===== src/rtl/abc_vector_sequencer_if.sv =====
// Stimulus/response bundle between the vector sequencer and the 3-in/2-out circuit under test.
// The sequencer owns the slave side; the harness or circuit wrapper owns the master side.
interface abc_vector_sequencer_if;
  logic        start;
  logic        Y1;
  logic        Y2;
  logic        A;
  logic        B;
  logic        C;
  logic [2:0]  step;
  logic        busy;
  logic        done;
  logic [15:0] result;

  modport slave (
    input  start, Y1, Y2,
    output A, B, C, step, busy, done, result
  );

  modport master (
    output start, Y1, Y2,
    input  A, B, C, step, busy, done, result
  );
endinterface


===== src/rtl/abc_vector_sequencer.sv =====
// Walks {A,B,C} through codes 0..7, holding each for a programmable dwell, and packs the
// {Y1,Y2} response sampled on the last cycle of every hold into a 16-bit result word.
module abc_vector_sequencer #(
  parameter int                   DWELL_W       = 4,
  parameter logic [4*DWELL_W-1:0] DWELL_PATTERN = 16'h4927
) (
  input  logic                  clk,
  input  logic                  rst,
  abc_vector_sequencer_if.slave bus
);

  localparam logic [1:0] S_IDLE  = 2'd0;
  localparam logic [1:0] S_DRIVE = 2'd1;
  localparam logic [1:0] S_DONE  = 2'd2;

  localparam logic [DWELL_W-1:0] CNT_ONE = {{(DWELL_W-1){1'b0}}, 1'b1};

  // A zero field still has to present the code for one cycle so it gets captured.
  function automatic logic [DWELL_W-1:0] dwell_of(input logic [1:0] k);
    logic [DWELL_W-1:0] f;
    f = DWELL_PATTERN[int'(k)*DWELL_W +: DWELL_W];
    return (f == '0) ? CNT_ONE : f;
  endfunction

  logic [1:0]         state_q,  state_d;
  logic [2:0]         step_q,   step_d;
  logic [DWELL_W-1:0] cnt_q,    cnt_d;
  logic               busy_q,   busy_d;
  logic               done_q,   done_d;
  logic [15:0]        result_q, result_d;

  always_comb begin
    state_d  = state_q;
    step_d   = step_q;
    cnt_d    = cnt_q;
    busy_d   = busy_q;
    done_d   = 1'b0;
    result_d = result_q;
    case (state_q)
      S_IDLE: begin
        if (bus.start) begin
          step_d   = 3'd0;
          cnt_d    = dwell_of(2'd0);
          busy_d   = 1'b1;
          result_d = 16'h0000;
          state_d  = S_DRIVE;
        end
      end
      S_DRIVE: begin
        if (cnt_q > CNT_ONE) begin
          cnt_d = cnt_q - CNT_ONE;
        end else begin
          // Last cycle of the hold: Y1/Y2 are the settled response to the current code.
          result_d[{step_q, 1'b0} +: 2] = {bus.Y1, bus.Y2};
          if (step_q != 3'd7) begin
            step_d = step_q + 3'd1;
            cnt_d  = dwell_of(step_q[1:0] + 2'd1);
          end else begin
            state_d = S_DONE;
            busy_d  = 1'b0;
            done_d  = 1'b1;
            step_d  = 3'd0;
            cnt_d   = '0;
          end
        end
      end
      S_DONE:  state_d = S_IDLE;
      default: state_d = S_IDLE;
    endcase
  end

  always_ff @(posedge clk) begin
    if (rst) begin
      state_q  <= S_IDLE;
      step_q   <= 3'd0;
      cnt_q    <= '0;
      busy_q   <= 1'b0;
      done_q   <= 1'b0;
      result_q <= 16'h0000;
    end else begin
      state_q  <= state_d;
      step_q   <= step_d;
      cnt_q    <= cnt_d;
      busy_q   <= busy_d;
      done_q   <= done_d;
      result_q <= result_d;
    end
  end

  // step is forced back to 0 whenever the sequencer leaves DRIVE, so the code lines
  // can follow it directly and read 000 when idle.
  assign bus.A      = step_q[2];
  assign bus.B      = step_q[1];
  assign bus.C      = step_q[0];
  assign bus.step   = step_q;
  assign bus.busy   = busy_q;
  assign bus.done   = done_q;
  assign bus.result = result_q;

endmodule


===== src/flat_wrapper.sv =====
// flat-port wrapper written by rule: the top's interface ports become plain ports
module abc_vector_sequencer_flat 
#(
  parameter int                   DWELL_W       = 4,
  parameter logic [4*DWELL_W-1:0] DWELL_PATTERN = 16'h4927
)
  (clk, rst, bus_start, bus_Y1, bus_Y2, bus_A, bus_B, bus_C, bus_step, bus_busy, bus_done, bus_result);
  abc_vector_sequencer_if bus_i ();
  input  logic clk;
  input  logic rst;
  input wire logic [$bits(bus_i.start)-1:0] bus_start;
  input wire logic [$bits(bus_i.Y1)-1:0] bus_Y1;
  input wire logic [$bits(bus_i.Y2)-1:0] bus_Y2;
  output wire logic [$bits(bus_i.A)-1:0] bus_A;
  output wire logic [$bits(bus_i.B)-1:0] bus_B;
  output wire logic [$bits(bus_i.C)-1:0] bus_C;
  output wire logic [$bits(bus_i.step)-1:0] bus_step;
  output wire logic [$bits(bus_i.busy)-1:0] bus_busy;
  output wire logic [$bits(bus_i.done)-1:0] bus_done;
  output wire logic [$bits(bus_i.result)-1:0] bus_result;
  assign bus_i.start = bus_start;
  assign bus_i.Y1 = bus_Y1;
  assign bus_i.Y2 = bus_Y2;
  assign bus_A = bus_i.A;
  assign bus_B = bus_i.B;
  assign bus_C = bus_i.C;
  assign bus_step = bus_i.step;
  assign bus_busy = bus_i.busy;
  assign bus_done = bus_i.done;
  assign bus_result = bus_i.result;
  abc_vector_sequencer #(.DWELL_W(DWELL_W), .DWELL_PATTERN(DWELL_PATTERN)) u_core (.clk(clk), .rst(rst), .bus(bus_i));
endmodule

===== config.mk =====
export PLATFORM = sky130hd
export DESIGN_NAME = abc_vector_sequencer_flat
export DESIGN_NICKNAME = d
export VERILOG_FILES = /design/src/rtl/abc_vector_sequencer_if.sv /design/src/rtl/abc_vector_sequencer.sv /design/src/flat_wrapper.sv
export SDC_FILE = /design/constraint.sdc
export NUM_CORES = 1
export LEC_CHECK = 0
export CAP_MARGIN = 5
export CELL_PAD_IN_SITES_DETAIL_PLACEMENT = 1
export CELL_PAD_IN_SITES_GLOBAL_PLACEMENT = 1
export CORE_MARGIN = 2
export CORE_UTILIZATION = 35
export CTS_CLUSTER_DIAMETER = 30
export CTS_CLUSTER_SIZE = 8
export DETAILED_ROUTE_END_ITERATION = 6
export GPL_TIMING_DRIVEN = 0
export PLACE_DENSITY_LB_ADDON = 0.1
export SETUP_SLACK_MARGIN = 0.5
export SKIP_LAST_GASP = 1
export SLEW_MARGIN = 20
export SYNTH_ARGS = -nofsm -noshare
export SYNTH_HDL_FRONTEND = slang
export SYNTH_SLANG_ARGS = --single-unit

===== constraint.sdc =====
create_clock -name clk -period 2.1 [get_ports clk]
set_input_delay 0.21 -clock clk [delete_from_list [all_inputs] [get_ports clk]]
set_output_delay 0.21 -clock clk [all_outputs]
set_load 0.01 [all_outputs]

==> results of run 1 <==
==> layer usage <==
metal  routed length [um]  vias up
met1                 2230      766
li1                     -      721
met3                  174        7
met5                    0        -
met4                   57        0
met2                 2780       40
==> cells by family after synthesis <==
family                   synth area share, %
AO/OA/AOI/OAI                           25.3
AND/OR/NAND/NOR                         22.6
adder cells (fa/ha/maj)                 8.45
buffers and inverters                   6.59
XOR/XNOR                               0.591
flip-flops                              36.5
==> power breakdown <==
part | leakage [nW] | switching, mW | internal (mW) | total, mW
clock network | 0.0260 | 0.188 | 0.137 | 0.324
registers | 0.222 | 0.0242 | 0.529 | 0.553
logic | 0.633 | 0.256 | 0.215 | 0.470
total | 0.881 | 0.467 | 0.880 | 1.35
==> final timing paths <==
check	start	to	slack, ps
min	rst	u_core.bus.step[0]	140
max	u_core.bus.step[0]	u_core.bus.result[8]	190
max reg2reg	u_core.bus.step[0]	u_core.bus.result[8]	190
min reg2reg	u_core.bus.result[10]	u_core.bus.result[10]	490
==> metrics by stage <==
step,util [%],power [mW]
4_1_cts,51.2,1.22
5_1_grt,58.6,1.41
3_3_place_gp,46.8,0.857
3_5_place_dp,46.8,0.867
6_report,58.6,1.35
2_1_floorplan,-,0.777
==> worst register-to-register path, delay by kind of cell (launching register included) <==
| kind | cells | cell delay, ps |
|---|---|---|
| and+or+nand+nor | 1 | 70 |
| adders and majority gates | 2 | 420 |
| buffers and inverters | 3 | 260 |
| DFF | 1 | 370 |
| AOI/OAI and AO/OA | 3 | 700 |
==> what timing repair did <==
| item | in CTS | in global routing |
|---|---|---|
| cloned | 0 | 0 |
| resized for setup | 24 | 34 |
| endpoints found under the setup margin | 26 | 23 |
| buffers inserted | 8 | 17 |
| pin swaps | 8 | 24 |
==> final cells by class <==
class | instances | share of cell area, %
Sequential cell | 27 | 23.6
Buffer | 10 | 4.08
Multi-Input combinational cell | 115 | 45.0
Clock buffer | 3 | 1.75
Timing Repair Buffer | 52 | 20.7
Clock inverter | 1 | 0.265
Inverter | 9 | 1.96
Tap cell | 50 | 2.65
==> sequential cells by signal, summed over array words and instances (netlist names) <==
signal and flops:
u_core.bus.done 1, u_core.state_q 2, u_core.bus.result 16, u_core.bus.step 3, u_core.cnt_q 4, u_core.bus.busy 1
==> cell usage in the layout (no fill, tap or decap), types with 2 or more instances in the layout <==
cell / n
sky130_fd_sc_hd__buf_8: 2
sky130_fd_sc_hd__buf_2: 2
sky130_fd_sc_hd__ha_4: 6
sky130_fd_sc_hd__a21oi_1: 6
sky130_fd_sc_hd__or2_1: 3
sky130_fd_sc_hd__clkbuf_8: 3
sky130_fd_sc_hd__dfxtp_4: 4
sky130_fd_sc_hd__nor2_4: 2
sky130_fd_sc_hd__nand4_1: 6
sky130_fd_sc_hd__nand3_1: 3
sky130_fd_sc_hd__and3_1: 3
sky130_fd_sc_hd__dlymetal6s2s_1: 2
sky130_fd_sc_hd__inv_1: 5
sky130_fd_sc_hd__nor3_1: 2
sky130_fd_sc_hd__nor2_1: 10
sky130_fd_sc_hd__clkdlybuf4s50_1: 24
sky130_fd_sc_hd__a32o_1: 11
sky130_fd_sc_hd__o21ai_0: 5
sky130_fd_sc_hd__nand3_2: 2
sky130_fd_sc_hd__nor2_2: 4
sky130_fd_sc_hd__buf_4: 23
sky130_fd_sc_hd__a22o_1: 2
sky130_fd_sc_hd__nand2_1: 3
sky130_fd_sc_hd__inv_4: 3
sky130_fd_sc_hd__buf_6: 7
sky130_fd_sc_hd__dfxtp_1: 22
sky130_fd_sc_hd__o21ai_1: 7
sky130_fd_sc_hd__nor3b_4: 2
sky130_fd_sc_hd__ha_1: 4
==> results by stage, run 1 <==
Setup path:
- Grouping stages by cell kind, the critical path spends the most delay in compound AO/OA/AOI/OAI gates.
- STA puts the critical path data required time at 2280 ps.
- The element type at the critical path end is a flip-flop.
- On the worst path, the slowest cell contributes a delay of 370 ps.
- The slowest cell on the critical path is sky130_fd_sc_hd__dfxtp_4.
- At the worst endpoint, the arrival time is 2100 ps.
- The count of buffering cells on the critical path with inverters included is 3.
- The maximum fanout count along the critical path is 6.
- Measured in cells, the most critical reg-to-reg path has a length of 9.
- Among the stages of the critical path, the cell type that occurs most often is sky130_fd_sc_hd__ha_4.
- The critical path is of the reg -> reg type.
- The worst setup path is launched from a flip-flop.
- Traced cell by cell, the critical path runs through buf_8, inv_8, ha_4, ha_4, buf_6, nand2b_4, a2111oi_4, a31oi_2, a32o_1.
- The logic depth of the worst path, buffers included is 9.

Synthesis:
- The synthesized design devotes to its leading area cell type 36.5% of total area.
- The dominant register cell in the synthesized netlist is sky130_fd_sc_hd__dfxtp_1.
- By count the netlist is led by sky130_fd_sc_hd__dfxtp_1 (27), sky130_fd_sc_hd__nor2_1 (12), sky130_fd_sc_hd__a32o_1 (11), sky130_fd_sc_hd__ha_1 (10), sky130_fd_sc_hd__inv_1 (9).
- In the synthesized netlist, the number of instances is 161.
- The largest total area in the synthesized netlist belongs to sky130_fd_sc_hd__dfxtp_1.
- Counting flops and latches in the post-synthesis netlist gives 27.
- The fraction of registers with async set/reset is 0%.
- The synthesis warning total is 0.
- The synthesized netlist net count is 176.
- Among all cell types in the netlist, the one instantiated most often is sky130_fd_sc_hd__dfxtp_1.
- The netlist uses 45 different library cells.
- The share of synthesized area occupied by flip-flops and latches is 36.5%.
- The average instance in the mapped netlist occupies 9.20 um2.
- The synthesized area is 1480 um2.
- By area the synthesized netlist is led by sky130_fd_sc_hd__dfxtp_1 (36%), sky130_fd_sc_hd__ha_1 (8.4%), sky130_fd_sc_hd__a32o_1 (7.4%).
- The count of flip-flops with a built-in enable after synthesis is 0.

Status:
- The flow ran to the end, and the final reports show no timing, DRC or antenna violations.

Placed design:
- The count of buffers added on input and output ports is 27.
- The placer's final routability congestion estimate is 0.839.
- The placed cell count is 238.
- At the placement stage, the worst setup path has a slack of 18.5 ps.
- The placement-stage cell area is 1890 um2.
- Detailed placement ended at an HPWL of 3260 um.

Cells and area:
- The final layout contains 233 nets.
- The number of inserted filler cells in the final layout is 448.
- Once layout is done, the placed cells without fillers occupy 2360 um2.
- The finished layout holds 267 standard cells, fillers aside.
- Cells with a size suffix above 1 make up 37.8% of the layout.
- The antenna diode count is 0.
- The area of the multi-input gates is 1060 um2.
- From synthesis to final layout, the design area changed by 59.5%.
- The storage element area is 557 um2.

Route:
- The per-cell via count in the routed design is 5.75.
- The first detailed-routing pass took 4 iterations.
- The post-detailed-routing wire length is 5240 um.
- The first routing iteration left 66 violations.
- In the routed design, unresolved DRC markers number 0.
- The count of nets left with antenna violations once routing finished came out at 0.
- Dividing the detail-routed wire length by the instance count gives 19.6 um.
- The count of vias placed by the detailed router is 1534.

STA:
- The final critical path takes up 91.1% of the cycle.
- Setup repair after global routing could not meet its margin everywhere.
- The shortest period the worst path allows is 1910 ps.
- The max-slew violation total from the final report came to 0.
- Clock skew on the completed layout was measured at 1.51 ps.
- The final count of hold timing violations came to 0.
- The worst pin sits at a relative slew slack of 70.0%.
- Timing would allow up to 523 MHz.
- The smallest hold slack is 139 ps.
- In the post-route analysis, the smallest setup slack over all paths is 187 ps.
- The transition time at the pin with the least slew margin is 446 ps.
- Summed over all failing endpoints, the final setup total negative slack is 0 ps.
- The final-report setup violation count is 0.

Global routing:
- The largest net degree at the start of global routing is 17.
- The met1 routing resource usage after global routing is 26.1%.
- The layer flagged by global routing as most heavily used is met2.
- In the global route stage, met2 resource usage came out at 37.4%.
- The first global-routing pass estimated 8230 um of wire.
- The via count of the first global-routing pass was 1597.
- The number of antenna violations at the first check in global routing came to 0.
- The met3 usage is 3.51%.
- The global route total overflow is 0.
- The global-route total usage across every layer is 21.0%.

Clock network:
- The hold buffer count at cts is 0.
- In this run the deepest clock path goes through 2 buffers.
- Clock-pin slew was measured on the worst setup and hold paths at 100 ps.
- The clock drives 27 sinks.
- TritonCTS built the clock tree.
- The clock tree root buffer cell is sky130_fd_sc_hd__clkbuf_8.
- The later pin in the worst-skew pair is clocked with a latency of 280 ps.
- The H-tree depth reported by CTS is 1.
- The CTS buffer count is 3.

Power:
- The standby leakage power is 0.881 nW.
- The maximum VDD drop is 0.302 mV.
- The ratio of total power to cell area is 570 nW/um2.

Worst hold path:
- The number of cells on the worst hold path is 2.
- The worst min-delay path category is in -> reg.

Die:
- The region available for standard cell placement spans 4030 um2.
- The initial utilization of the core area, before any placement, comes to 36.8%.
- The full die area is 4770 um2.
- The floorplan step set the die width to 69.1 um.
- The floorplan step set the die height to 69.1 um.
- The number of I/O pins is 29.
- The number of rows in the core area is 23.

Run:
- Across the run, the number of max-cap violations was 0.
Power figures use the tool's default switching activity.
==> inputs of run 2 (changes only) <==
- CORE_UTILIZATION: 35 -> 41
- clock period: 2.1 -> 2.2 ns (I/O delays scaled with it)
==> run 2 against run 1 <==
  * Final cell count shrank 6.4%
  * Critical endpoint is now u_core.bus.result[0]
  * Total power shrank 13%
  * Critical path type unchanged
  * Sequential cell count is the same
==> results by stage, run 2 (synthesized netlist as in run 1, its figures left out) <==
Status:
- Status: completed (unchanged).

Cells and area:
- The area growth from synthesis to layout is 45.6% (was 59.5%).
- The fraction of the core area covered by cells at the end of the flow came to 63.2% (was 58.6%).
- The antenna diode count is 0 (unchanged).
- The fraction of final layout cells sized beyond drive strength 1 is 32.4% (was 37.8%).
- Most frequent cells in the layout: sky130_fd_sc_hd__clkdlybuf4s50_1 (25), sky130_fd_sc_hd__dfxtp_1 (22), sky130_fd_sc_hd__buf_4 (14) (was sky130_fd_sc_hd__clkdlybuf4s50_1 (24), sky130_fd_sc_hd__buf_4 (23), sky130_fd_sc_hd__dfxtp_1 (22)).
- The flip-flop count of the largest register, all copies and words added is 16 (unchanged).
- The number of nets in the final layout is 220 (was 233).
- The most frequent standard cell in the layout excluding fill and tap cells is sky130_fd_sc_hd__clkdlybuf4s50_1 (unchanged).

Route:
- The per-cell via count in the routed design came to 6.17 (was 5.75).
- The number of detailed-routing iterations run before antenna repair is 4 (unchanged).
- The total DRC errors in the routed layout is 0 (unchanged).
- The final antenna-violating net count was 0 (unchanged).
- The count of vias placed by the detailed router is 1542 (was 1534).
- The detailed-route wire length per cell is 22.1 um (was 19.6 um).
- The post-detailed-routing wire length is 5530 um (was 5240 um).
- The starting DRC count in detailed routing is 76 (was 66).

Setup path:
- The setup slack on the worst flop-to-flop path is 290 ps (was 190 ps).
- The path type of the worst setup path was reg -> reg (unchanged).
- The signal arrival time at the worst endpoint is 2180 ps (was 2100 ps).
- The origin of the critical flop-to-flop path is u_core.bus.step[0] (unchanged).
- The maximum fanout count along the critical path is 9 (was 6).
- The path depth of the worst reg2reg path is 6 (was 9).
- The critical path launch point is u_core.bus.step[0] (unchanged).
- The critical register-to-register path endpoint is u_core.bus.result[0] (was u_core.bus.result[8]).
- The nature of the critical path startpoint was a flip-flop (unchanged).
- The critical path endpoint is u_core.bus.result[0] (was u_core.bus.result[8]).
- The data required time at the worst endpoint is 2470 ps (was 2280 ps).
- The element type at the critical path end is a flip-flop (unchanged).

STA:
- The top achievable clock speed is 523 MHz (about the same).
- RSZ-0062 raised after global routing: yes (unchanged).
- The total negative slack for setup checks is 0 ps (unchanged).
- The max-slew violation total from the final report is 0 (unchanged).
- The portion of the clock cycle consumed by the worst path in the final layout is 86.9% (was 91.1%).
- The shortest period the worst path allows is 1910 ps (about the same).
- The transition time at the pin with the least slew margin came to 532 ps (was 446 ps).
- The worst clock skew on the final layout came to 13.5 ps (was 1.51 ps).
- The final count of hold timing violations is 0 (unchanged).
- The worst relative slew slack is 64.4% (was 70.0%).
- The final-report setup violation count was 0 (unchanged).
- The minimum setup slack in the final design is 288 ps (was 187 ps).

Power:
- The part of the total power dissipated in combinational logic is 33.9% (was 34.9%).
- The ratio of total power to cell area is 543 nW/um2 (was 570 nW/um2).
- The proportion of power drawn by flip-flops and latches is 45.0% (was 41.0%).
- The switching share of total power was 37.4% (was 34.7%).
- The power share of the clock group is 21.1% (was 24.1%).
- The maximum VDD drop came to 0.308 mV (was 0.302 mV).
- The power dissipated by switching net loads came to 0.438 mW (was 0.467 mW).
- The standby leakage power was 0.791 nW (was 0.881 nW).
- The internal power of the cells is 0.734 mW (was 0.880 mW).

Global routing:
- The wire length of the first global-routing pass is 7650 um (was 8230 um).
- The global-route total usage across every layer is 24.0% (was 21.0%).
- The global route total overflow is 0 (unchanged).
- The number of antenna violations at the first check in global routing is 0 (unchanged).
- The via count of the first global-routing pass is 1487 (was 1597).
- The largest net degree at the start of global routing is 17 (unchanged).

Die:
- The die span in x is 64.1 um (was 69.1 um).
- The number of rows in the core area is 21 (was 23).
- The floorplan die height is 64.1 um (was 69.1 um).
- The number of I/O pins is 29 (unchanged).
- The starting density of the core came to 43.4% (was 36.8%).
- The full die area is 4110 um2 (was 4770 um2).
- The area of the placeable core is 3420 um2 (was 4030 um2).

Clock network:
- The CTS buffer count is 3 (unchanged).
- The TritonCTS clock tree is done (unchanged).
- The hold buffer count at cts is 0 (unchanged).
- The clock latency on the worst-skew pair is 350 ps (was 280 ps).
- The H-tree depth reported by CTS is 1 (unchanged).
- The largest buffer count on any clock path is 2 (unchanged).
- The number of clock sinks was 27 (unchanged).
- The clock tree root buffer cell is sky130_fd_sc_hd__clkbuf_4 (was sky130_fd_sc_hd__clkbuf_8).
- The clock-pin slew reported for the worst setup and hold paths after clock tree synthesis is 180 ps (was 100 ps).

Placed design:
- The worst setup slack after placement is 106 ps (was 18.5 ps).
- The placed wire-length estimate after detailed placement is 3280 um (was 3260 um).
- The count of buffers from port buffering is 27 (unchanged).
- The placer's final routability congestion estimate is 0.854 (was 0.839).

Worst hold path:
- The worst min-delay path category is in -> reg (unchanged).
- The start point of the worst min-delay path is rst (unchanged).

Run:
- The number of maximum-capacitance violations is 0 (unchanged).
-- run 2: power by group through the flow --
stage | combinational, mW | sequential (mW) | clock (mW)
after floorplan | 0.208 | 0.533 | 0
after CTS | 0.323 | 0.523 | 0.235
after global placement | 0.282 | 0.533 | 0
after global routing | 0.422 | 0.531 | 0.260
after detailed placement | 0.292 | 0.536 | 0
final | 0.397 | 0.527 | 0.247
-- run 2: area by class of cell --
type	count	area [um2]
repair buffers	39	369
fillers	385	1260
flip-flops and latches	27	554
well taps	46	57.6
inverters	9	41.3
plain buffers	10	86.3
multi-input cells	115	1020
clock inverters	1	6.26
clock buffers	3	22.5
-- run 2: worst max-delay path, cell delays in order, from the launching register on --
cell and delay (ps):
sky130_fd_sc_hd__dfxtp_4 380, sky130_fd_sc_hd__buf_8 120, sky130_fd_sc_hd__buf_4 170, sky130_fd_sc_hd__nor3_2 420, sky130_fd_sc_hd__and3_4 310, sky130_fd_sc_hd__nand3_1 130
sky130_fd_sc_hd__a32o_1 280
-- run 2: how the worst min path moves through the flow --
| stage | end | depth (start not counted) | slack [ps] |
|---|---|---|---|
| floorplan | u_core.bus.result[8] | 1 | 350 |
| global placement | u_core.bus.step[0] | 2 | 450 |
| detailed placement | u_core.bus.step[0] | 2 | 460 |
| CTS | u_core.bus.step[0] | 2 | 90 |
| global route | u_core.bus.step[2] | 2 | 100 |
| finish | u_core.bus.step[2] | 2 | 80 |
-- run 2: what timing repair did --
| item | CTS | global route |
|---|---|---|
| setup buffers | 8 | 4 |
| resized for setup | 13 | 29 |
| setup endpoints to repair | 21 | 24 |
| pin swaps | 5 | 11 |
-- run 2: per-layer routing --
metal | wire [um] | track usage (%) | vias up
met4 | 194 | 6.12 | 0
met1 | 2210 | 31.0 | 758
li1 | - | - | 695
met3 | 342 | 2.99 | 23
met5 | 0 | 0 | -
met2 | 2780 | 42.1 | 66
-- run 2: per-stage QoR --
step	instance area, um2	total power [mW]	cells	hold slack (ps)
after detailed placement	1880	0.828	234	455
after floorplan	1550	0.741	161	346
after global placement	1880	0.815	234	447
final	2160	1.17	250	83.5
after CTS	2010	1.08	246	90.0
after global routing	2160	1.21	250	103
